File: config.mk
export PLATFORM = sky130hd
export DESIGN_NAME = tlc_phase_scheduler
export DESIGN_NICKNAME = d
export VERILOG_FILES = /design/src/rtl/tlc_pkg.sv /design/src/rtl/tlc_tick_gen.sv /design/src/rtl/tlc_phase_scheduler.sv
export SDC_FILE = /design/constraint.sdc
export NUM_CORES = 1
export LEC_CHECK = 0
export ABC_AREA = 1
export CORE_MARGIN = 2
export CORE_UTILIZATION = 35
export CTS_CLUSTER_DIAMETER = 120
export DETAILED_ROUTE_END_ITERATION = 12
export PLACE_DENSITY_LB_ADDON = 0.25
export SYNTH_ARGS = -nofsm -noshare
export SYNTH_HDL_FRONTEND = slang
export SYNTH_SLANG_ARGS = --single-unit
File: constraint.sdc
create_clock -name clk -period 3.52 [get_ports clk]
set_input_delay 0.352 -clock clk [delete_from_list [all_inputs] [get_ports clk]]
set_output_delay 0.352 -clock clk [all_outputs]
set_load 0.005 [all_outputs]
File: src/rtl/tlc_pkg.sv
// Shared types and constants for the demand-actuated phase scheduler:
// light codes, controller states, phase indices and the phase-to-signal green mask.
package tlc_pkg;

  localparam logic [1:0] LT_GREEN  = 2'b10;
  localparam logic [1:0] LT_YELLOW = 2'b01;
  localparam logic [1:0] LT_RED    = 2'b00;

  typedef enum logic [1:0] {
    ST_GREEN  = 2'd0,
    ST_YELLOW = 2'd1,
    ST_ALLRED = 2'd2
  } state_t;

  localparam int NUM_PHASES  = 5;
  localparam int NUM_SIGNALS = 6;

  localparam logic [2:0] PH_MAIN = 3'd0;
  localparam logic [2:0] PH_M13  = 3'd1;
  localparam logic [2:0] PH_M24  = 3'd2;
  localparam logic [2:0] PH_R    = 3'd3;
  localparam logic [2:0] PH_S    = 3'd4;

  // Signal bit order: 0=M1 1=M2 2=M3 3=M4 4=R 5=S; element p is phase Pp.
  localparam logic [NUM_PHASES-1:0][NUM_SIGNALS-1:0] PHASE_MASK = {
    6'b100000, 6'b010000, 6'b001010, 6'b000101, 6'b000011
  };

  function automatic logic [NUM_SIGNALS-1:0] green_mask(input logic [2:0] ph);
    case (ph)
      PH_MAIN: return PHASE_MASK[0];
      PH_M13:  return PHASE_MASK[1];
      PH_M24:  return PHASE_MASK[2];
      PH_R:    return PHASE_MASK[3];
      PH_S:    return PHASE_MASK[4];
      default: return 6'b000000;
    endcase
  endfunction

  function automatic logic [2:0] phase_step(input logic [2:0] ph, input logic [2:0] k);
    logic [3:0] s;
    s = {1'b0, ph} + {1'b0, k};
    if (s >= 4'd5) begin
      s = s - 4'd5;
    end else begin
      s = s;
    end
    return s[2:0];
  endfunction

  function automatic logic [NUM_PHASES-1:0] phase_onehot(input logic [2:0] ph);
    return 5'b00001 << ph;
  endfunction

endpackage

File: src/rtl/tlc_tick_gen.sv
// Timing-tick prescaler: tick is high for one clk out of every TICK_DIV.
module tlc_tick_gen #(
  parameter int TICK_DIV = 1
) (
  input  logic clk,
  input  logic rst_n,
  output logic tick
);

  localparam int PW = (TICK_DIV > 1) ? $clog2(TICK_DIV) : 1;
  localparam logic [PW-1:0] LAST = PW'(TICK_DIV - 1);

  logic [PW-1:0] presc_r;

  // Prescaler counting 0..TICK_DIV-1 and wrapping.
  always_ff @(posedge clk or negedge rst_n) begin
    if (!rst_n) begin
      presc_r <= '0;
    end else if (presc_r == LAST) begin
      presc_r <= '0;
    end else begin
      presc_r <= presc_r + PW'(1);
    end
  end

  assign tick = (presc_r == LAST);

endmodule

File: src/rtl/tlc_phase_scheduler.sv
// Demand-actuated five-phase scheduler with min/max green, yellow and all-red clearance.
// Optional preemption to the main phase is enabled by defining TLC_PREEMPT_EN.
module tlc_phase_scheduler
  import tlc_pkg::*;
#(
  parameter int TICK_DIV  = 1,
  parameter int GREEN_MIN = 3,
  parameter int GREEN_MAX = 10,
  parameter int YELLOW_T  = 3,
  parameter int ALLRED_T  = 1
) (
  input  logic       clk,
  input  logic       rst_n,
  input  logic [4:0] req,
`ifdef TLC_PREEMPT_EN
  input  logic       preempt,
`endif
  output logic [1:0] light_M1,
  output logic [1:0] light_M2,
  output logic [1:0] light_M3,
  output logic [1:0] light_M4,
  output logic [1:0] light_R,
  output logic [1:0] light_S,
  output logic [2:0] phase,
  output logic [1:0] state,
  output logic [3:0] count
);

  localparam logic [4:0] G_MIN = 5'(GREEN_MIN);
  localparam logic [4:0] G_MAX = 5'(GREEN_MAX);
  localparam logic [4:0] Y_T   = 5'(YELLOW_T);
  localparam logic [4:0] AR_T  = 5'(ALLRED_T);
  localparam logic [NUM_SIGNALS-1:0][1:0] RESET_LIGHTS =
    {LT_RED, LT_RED, LT_RED, LT_RED, LT_GREEN, LT_GREEN};

  state_t                        state_r, state_nx;
  logic [2:0]                    phase_r, phase_nx, nxt_r, nxt_nx, nxt_eff, sel;
  logic [3:0]                    count_r;
  logic [4:0]                    elapsed;
  logic [4:0]                    pending_r, pending_nx, eff_pending, enter_green, green_self;
  logic                          tick, other_pending, sel_found;
  logic                          preempt_go, preempt_hold, preempt_ovr;
  logic [NUM_SIGNALS-1:0][1:0]   lights_r, lights_nx;
  logic [NUM_SIGNALS-1:0]        cur_mask, nxt_mask;

  tlc_tick_gen #(.TICK_DIV(TICK_DIV)) u_tick (
    .clk   (clk),
    .rst_n (rst_n),
    .tick  (tick)
  );

`ifdef TLC_PREEMPT_EN
  assign preempt_go   = preempt && (state_r == ST_GREEN) && (phase_r != PH_MAIN);
  assign preempt_hold = preempt && (phase_r == PH_MAIN);
  assign preempt_ovr  = preempt;
`else
  assign preempt_go   = 1'b0;
  assign preempt_hold = 1'b0;
  assign preempt_ovr  = 1'b0;
`endif

  assign elapsed       = {1'b0, count_r} + 5'd1;
  // The main phase is always recalled while another phase is being served.
  assign eff_pending   = pending_r | ((phase_r != PH_MAIN) ? 5'b00001 : 5'b00000);
  assign other_pending = |(eff_pending & ~phase_onehot(phase_r));
  assign green_self    = (state_r == ST_GREEN) ? phase_onehot(phase_r) : 5'b00000;
  assign nxt_eff       = preempt_ovr ? PH_MAIN : nxt_r;

  // Round-robin search for the first pending phase after the current one.
  always_comb begin
    sel       = phase_r;
    sel_found = 1'b0;
    for (int k = 1; k < NUM_PHASES; k++) begin
      if (!sel_found && eff_pending[phase_step(phase_r, 3'(k))]) begin
        sel       = phase_step(phase_r, 3'(k));
        sel_found = 1'b1;
      end else begin
        sel_found = sel_found;
      end
    end
  end

  // Next-state logic for the green/yellow/all-red sequencer.
  always_comb begin
    state_nx    = state_r;
    phase_nx    = phase_r;
    nxt_nx      = nxt_r;
    enter_green = 5'b00000;
    case (state_r)
      ST_GREEN: begin
        if (preempt_go) begin
          state_nx = ST_YELLOW;
          nxt_nx   = PH_MAIN;
        end else if (tick && !preempt_hold && (elapsed >= G_MIN) && other_pending &&
                     (!req[phase_r] || (elapsed >= G_MAX))) begin
          state_nx = ST_YELLOW;
          nxt_nx   = sel;
        end else begin
          state_nx = ST_GREEN;
        end
      end
      ST_YELLOW: begin
        nxt_nx = nxt_eff;
        if (tick && (elapsed == Y_T)) begin
          state_nx = ST_ALLRED;
        end else begin
          state_nx = ST_YELLOW;
        end
      end
      ST_ALLRED: begin
        nxt_nx = nxt_eff;
        if (tick && (elapsed == AR_T)) begin
          state_nx    = ST_GREEN;
          phase_nx    = nxt_eff;
          enter_green = phase_onehot(nxt_eff);
        end else begin
          state_nx = ST_ALLRED;
        end
      end
      default: begin
        state_nx = ST_GREEN;
        phase_nx = PH_MAIN;
        nxt_nx   = PH_MAIN;
      end
    endcase
    pending_nx = (pending_r | (req & ~green_self)) & ~enter_green;
  end

  // Light decode from the next state so lamps change in the same cycle as state.
  always_comb begin
    lights_nx = 12'h000;
    cur_mask  = green_mask(phase_nx);
    nxt_mask  = green_mask(nxt_nx);
    for (int s = 0; s < NUM_SIGNALS; s++) begin
      case (state_nx)
        ST_GREEN:  lights_nx[s] = cur_mask[s] ? LT_GREEN : LT_RED;
        ST_YELLOW: lights_nx[s] = (cur_mask[s] && nxt_mask[s]) ? LT_GREEN :
                                  (cur_mask[s] ? LT_YELLOW : LT_RED);
        ST_ALLRED: lights_nx[s] = (cur_mask[s] && nxt_mask[s]) ? LT_GREEN : LT_RED;
        default:   lights_nx[s] = LT_RED;
      endcase
    end
  end

  // Sequencer, demand latch, tick counter and light registers.
  always_ff @(posedge clk or negedge rst_n) begin
    if (!rst_n) begin
      state_r   <= ST_GREEN;
      phase_r   <= PH_MAIN;
      nxt_r     <= PH_MAIN;
      count_r   <= 4'd0;
      pending_r <= 5'b00000;
      lights_r  <= RESET_LIGHTS;
    end else begin
      state_r   <= state_nx;
      phase_r   <= phase_nx;
      nxt_r     <= nxt_nx;
      pending_r <= pending_nx;
      lights_r  <= lights_nx;
      if (state_nx != state_r) begin
        count_r <= 4'd0;
      end else if (tick && (count_r != 4'd15)) begin
        count_r <= count_r + 4'd1;
      end else begin
        count_r <= count_r;
      end
    end
  end

  assign phase    = phase_r;
  assign state    = state_r;
  assign count    = count_r;
  assign light_M1 = lights_r[0];
  assign light_M2 = lights_r[1];
  assign light_M3 = lights_r[2];
  assign light_M4 = lights_r[3];
  assign light_R  = lights_r[4];
  assign light_S  = lights_r[5];

endmodule
# Yosys cells after proc, flatten, opt, wreduce, memory -nomap -nowiden
# Index checks and enable logic that the tools add are counted.
[op_classes] add_sub_neg=11 order_cmp=11 eq_ne=16 shifts=2 mux=68 n_bitwise=9 n_reduce_logical=29
[ops] cell="$pmux 6 s5" n=2
[ops] cell="$pmux 2 s3" n=7
[ops] cell="$mux 2" n=20
[ops] cell="$mux 3" n=10
[ops] cell="$lt 3x4->1 const B" n=5
[ops] cell="$mux 1" n=17
[ops] cell="$ge 4x3->1 const B" n=4
[ops] cell="$and 5x5->5" n=3
[ops] cell="$bmux 1 s3" n=5
[ops] cell="$logic_and 1x1->1" n=15
[ops] cell="$mux 5" n=3
[ops] cell="$not 5->5" n=3
[ops] cell="$eq 3x2->1 const B" n=4
[ops] cell="$pmux 3 s2" n=2
[ops] cell="$sub 3x3->3 const B" n=4
[ops] cell="$shl 1x3->5 const A" n=2
[ops] cell="$add 3x2->4 const B" n=2
[ops] cell="$mux 4" n=2
[ops] cell="$eq 3x1->1 const B" n=2
[ops] cell="$eq 3x3->1 const B" n=2
[ops] cell="$logic_not 3->1" n=2
[ops] cell="$add 4x1->5 const B" n=1
[ops] cell="$eq 5x1->1 const B" n=1
[ops] cell="$eq 5x2->1 const B" n=1
[ops] cell="20 further kinds" n=27
[totals] register_bits=30 in_bits=7 output_inout_bits=21 elab_cells=158

# Logic depth before layout (Yosys ltp)
[logic_depth] ltp_word=22 ltp_mapped=25 mapped_depth_nobuf=25

# Modules after synthesis
# From an unflattened synthesis, not the netlist that was laid out.
[unflattened] cells_unflattened=389 hier_area_um2=2637.5
[by_module_without_submodules] mod="tlc_phase_scheduler" n_inst=1 cells_per_inst=387 area_each_um2=2626.3 seq_area_each_um2=728.2
[by_module_without_submodules] mod="tlc_tick_gen" n_inst=1 cells_per_inst=2 area_each_um2=11.3 seq_area_each_um2=0.0

# Least setup slack after synthesis
# Ideal clock, no wire load.
[synth_timing] kind="reg-to-reg" start="reg phase_r[0] (netlist: phase[0])" end="reg lights_r (netlist bit light_S[0])" setup_ns=0.117 arrival_time_ns=2.673 t_required_ns=3.403 slack_ns=0.731 path_stages_with_launch=23 n_path_buf=0 synth_period_minus_slack_ns=2.789 path_cell_list="dfrtp_1 -> inv_2 -> ha_1 -> inv_1 -> fa_1 -> inv_1 -> nand2_2 -> o21ai_1 -> nand3_1 -> nand3_1 -> nand2_2 -> inv_1 -> nand3_1 -> nand3_1 -> nand2_1 -> nand2_1 -> nand2_2 -> nand2_2 -> nand2_1 -> nand2_1 -> nand3_2 -> nand2_1 -> nor2_1"
[synth_rtl] element="start, declared" line="tlc_phase_scheduler.sv:37" source="logic [2:0] phase_r, phase_nx, nxt_r, nxt_nx, nxt_eff, sel;"
[synth_rtl] element="start signal, assigned" line="tlc_phase_scheduler.sv:156" source="phase_r <= phase_nx;"
[synth_rtl] element="end signal, assigned" line="tlc_phase_scheduler.sv:159" source="lights_r <= lights_nx;"
[synth_rtl] element="end, declared" line="tlc_phase_scheduler.sv:43" source="logic [NUM_SIGNALS-1:0][1:0] lights_r, lights_nx;"

==> results by group <==
Outcome
  – Status: finished, final reports clean

Timing
  – Worst Tran Pin Value: about 0.42 ns
  – Final Skew: 0.00847 ns
  – Unrepaired setup endpoints after global routing: no
  – Hold Fails Final Rpt: 0
  – Final setup vio count: 0
  – Setup TNS: 0 ns
  – Hold WS: between 0.4 and 0.5 ns
  – Min Clock Period, post-route: around 3.2 ns
  – Period Utilization, post-route: between 90% and 100%
  – Max Clock Freq: between 300 and 400 MHz
  – Slew Viols, Final: 0
  – Setup ws final: between 0.3 and 0.4 ns
  – Relative slew margins: between 70% and 80%

Global routing
  – Vias in the first global route: between 2k and 2.5k
  – Initial antenna violation count: 0
  – Remaining global-route overflow: 0
  – Largest net degree at the start of global routing: 30
  – Total GRT Usage: roughly 18%
  – First-pass GRT wire length: between 10000 and 15000 µm

Worst setup path
  – Crit-path max cell delay: approximately 0.60 ns
  – R2R depth: 20
  – Startpoint Class: register
  – Worst Path Arrival: 3.38 ns
  – CP Max Fanout: 10
  – Setup crit start: phase[1]
  – Worst R2R Setup Slack: approximately 0.34 ns
  – Crit end category: register
  – Reg2reg end: light_R[1]
  – Worst path buffer plus inverter count: 5
  – Critical Path Stages: 20
  – Critical Path RT: 3.72 ns
  – Slowest cell on crit path: dfrtp_1
  – Crit path max-delay family: simple AND/OR/NAND/NOR gates
  – Worst path cell trace: ha_1, inv_1, fa_1, inv_1, nand2_2, o21ai_1, nand3_1, nand3_1, nand2_2, inv_1, nand4_1, nand2_1, inv_1, nand2_1, nand2_1, nand2_1, nand2_1, inv_1, nand4_1, a21oi_1
  – WS Path Type: register to register
  – Reg-to-Reg Start: phase[1]

Final layout
  – # diodes: 0
  – Commonest non-fill, non-tap cell in the layout: nand2_1
  – Final core occ: 43.0%
  – Final instance area: between 3000 and 4000 µm²
  – Synth-to-layout area growth: 20.4%
  – Fillers: approximately 760
  – Final nets: 430
  – Most frequent cells in the layout: nand2_1 (92), inv_1 (57), nand3_1 (42)
  – Share of layout cells above drive strength 1: 13.8%

Power
  – Pwr/cell area: about 1000 nW/µm²
  – Worst vdd ir: roughly 0.58 mV
  – Leakage Power: around 0.0016 µW

Place
  – RePlAce Congestion: ~0.85
  – Post-DP Area: just under 3000 µm²
  – IO Port Bufs: 27
  – HPWL Detailed: between 5000 and 6000 µm
  – Dpl ws: 0.390 ns

Yosys
  – Number of flops mapped to enable cells by yosys: 0
  – Cell Area, Synth: around 2600 µm²
  – Register area share after synthesis: between 20% and 30%
  – Warnings, synthesis: 0
  – Syn_nets: 394
  – Gate Count Post-Synth: 368
  – Synthesized area per cell: between 6 and 7 µm²
  – Main synth FF type: dfrtp_1
  – FFs w/ async S/R, synth: between 90% and 100%
  – Post-synth cell types: 39
  – #FFs+latches synth: 29

Worst hold path
  – HP Class: input pin to async pin

Clock tree
  – Clk slew on worst S/H paths: roughly 0.07 ns
  – H-tree levels: 2
  – Clk sinks: 29
  – Hold Buf Count CTS: 0
  – Max Buffers Root-to-Sink: 2
  – Setup bufs post-CTS: 0
  – Clk_lat worst skew: ~0.28 ns
  – Root Buffer: clkbuf_8
  – CTS Buf Count: 5
  – Post-CTS sizing: 0
  – CTS tree: done

Die
  – Die area: 8020 µm²
  – Die Wd: approximately 90 µm
  – Die height: 89.6 µm
  – Area of the core: about 7200 µm²
  – Io pins: 28
  – Starting density of the core: 35.7%
  – Core Rows: 31

Routing
  – Residual DRC: 0
  – DRT antenna net count: 0
  – Iteration-0 DRC Markers: 89
  – DRT Wirelength: about 6400 µm
  – Avg WL per Cell: around 13 µm
  – Vias per cell: 4.84
  – 1st-pass router iterations: 4
  – Vias: 2440

Job
  – Maxcap violations: 0
-- cell families after synthesis --
logic type | share of synthesized area [%]
AO/OA/AOI/OAI | 12.7
XOR/XNOR | 2.00
flip-flops | 28.4
AND/OR/NAND/NOR | 37.8
adder cells (fa/ha/maj) | 9.57
buffers and inverters | 9.52
-- worst max path at each step --
stage | to | slack (ns)
global placement | light_S[0] | 0.46
CTS | light_R[1] | 0.37
floorplan | light_S[0] | 0.73
finish | light_R[1] | 0.34
global route | light_S[0] | 0.01
detailed placement | light_R[1] | 0.39
-- Yosys cell counts (2+ instances only) --
cell     instances  share of area (%)
nor2_1          20                2.9
nand4_1          9                2.2
nand2_4          4                1.8
nand3_2          5                2.0
o22ai_1          3               0.73
dfstp_2          2                2.1
o21ai_0         16                3.1
nor2_2           3               0.73
o21ai_1          5               0.98
inv_2            5               0.73
o21ai_2          3                1.0
a21oi_1         14                2.7
nand2_1         92                 13
or2_2            2               0.49
dfrtp_1         27                 26
a21oi_4          2                1.3
nand2_2         15                3.7
xor2_1           3                1.0
nor3_1           4               0.78
nand3_1         42                8.2
inv_1           57                8.3
ha_1            18                8.8
-- per-layer routing --
metal | track usage (%) | vias up | part of all wire [%]
li1 | - | 1263 | -
met1 | 23.0 | 1133 | 47
met2 | 30.1 | 37 | 49
met3 | 2.40 | 7 | 2.6
met4 | 5.29 | 0 | 1.5
met5 | 0 | - | 0
-- cell type report --
type                       count  area (µm²)  area share [%]
inverter                      62         233            7.55
multi-input combinational    276        1590            51.6
timing repair buffer          30         293            9.49
tap                           99         124            4.02
sequential                    29         728            23.6
clock buffer                   7        86.3            2.80
clock inverter                 1        30.0           0.974
-- power breakdown --
group | internal (µW) | switching [µW]
Clock | 231 | 129
Combinational | 801 | 1490
Sequential | 436 | 92.7
Total | 1470 | 1710
-- flip-flops by register name, indices dropped and copies added, names as in the netlist --
register and count:
pending_r 5, count 4, nxt_eff 3, phase 3, light_M1 2, light_M2 2, light_M3 2, light_M4 2
light_R 2, light_S 2, state 2
-- worst reg2reg max path: cells and delay by family, from the launching register on --
| family | cells | cell delay [ns] |
|---|---|---|
| buffers and inverters | 5 | 0.43 |
| flip-flops | 1 | 0.60 |
| adder cells (fa/ha/maj) | 2 | 0.62 |
| AND/OR/NAND/NOR | 11 | 1.00 |
| AO/OA/AOI/OAI | 2 | 0.45 |
-- metrics by stage --
step | instances | power, µW
after detailed placement | 496 | 2810
final | 504 | 3170
after global placement | 496 | 2790
after floorplan | 368 | 2260
after global routing | 504 | 3550
after CTS | 504 | 3190
Note: power is estimated with default switching activity, not from simulation.
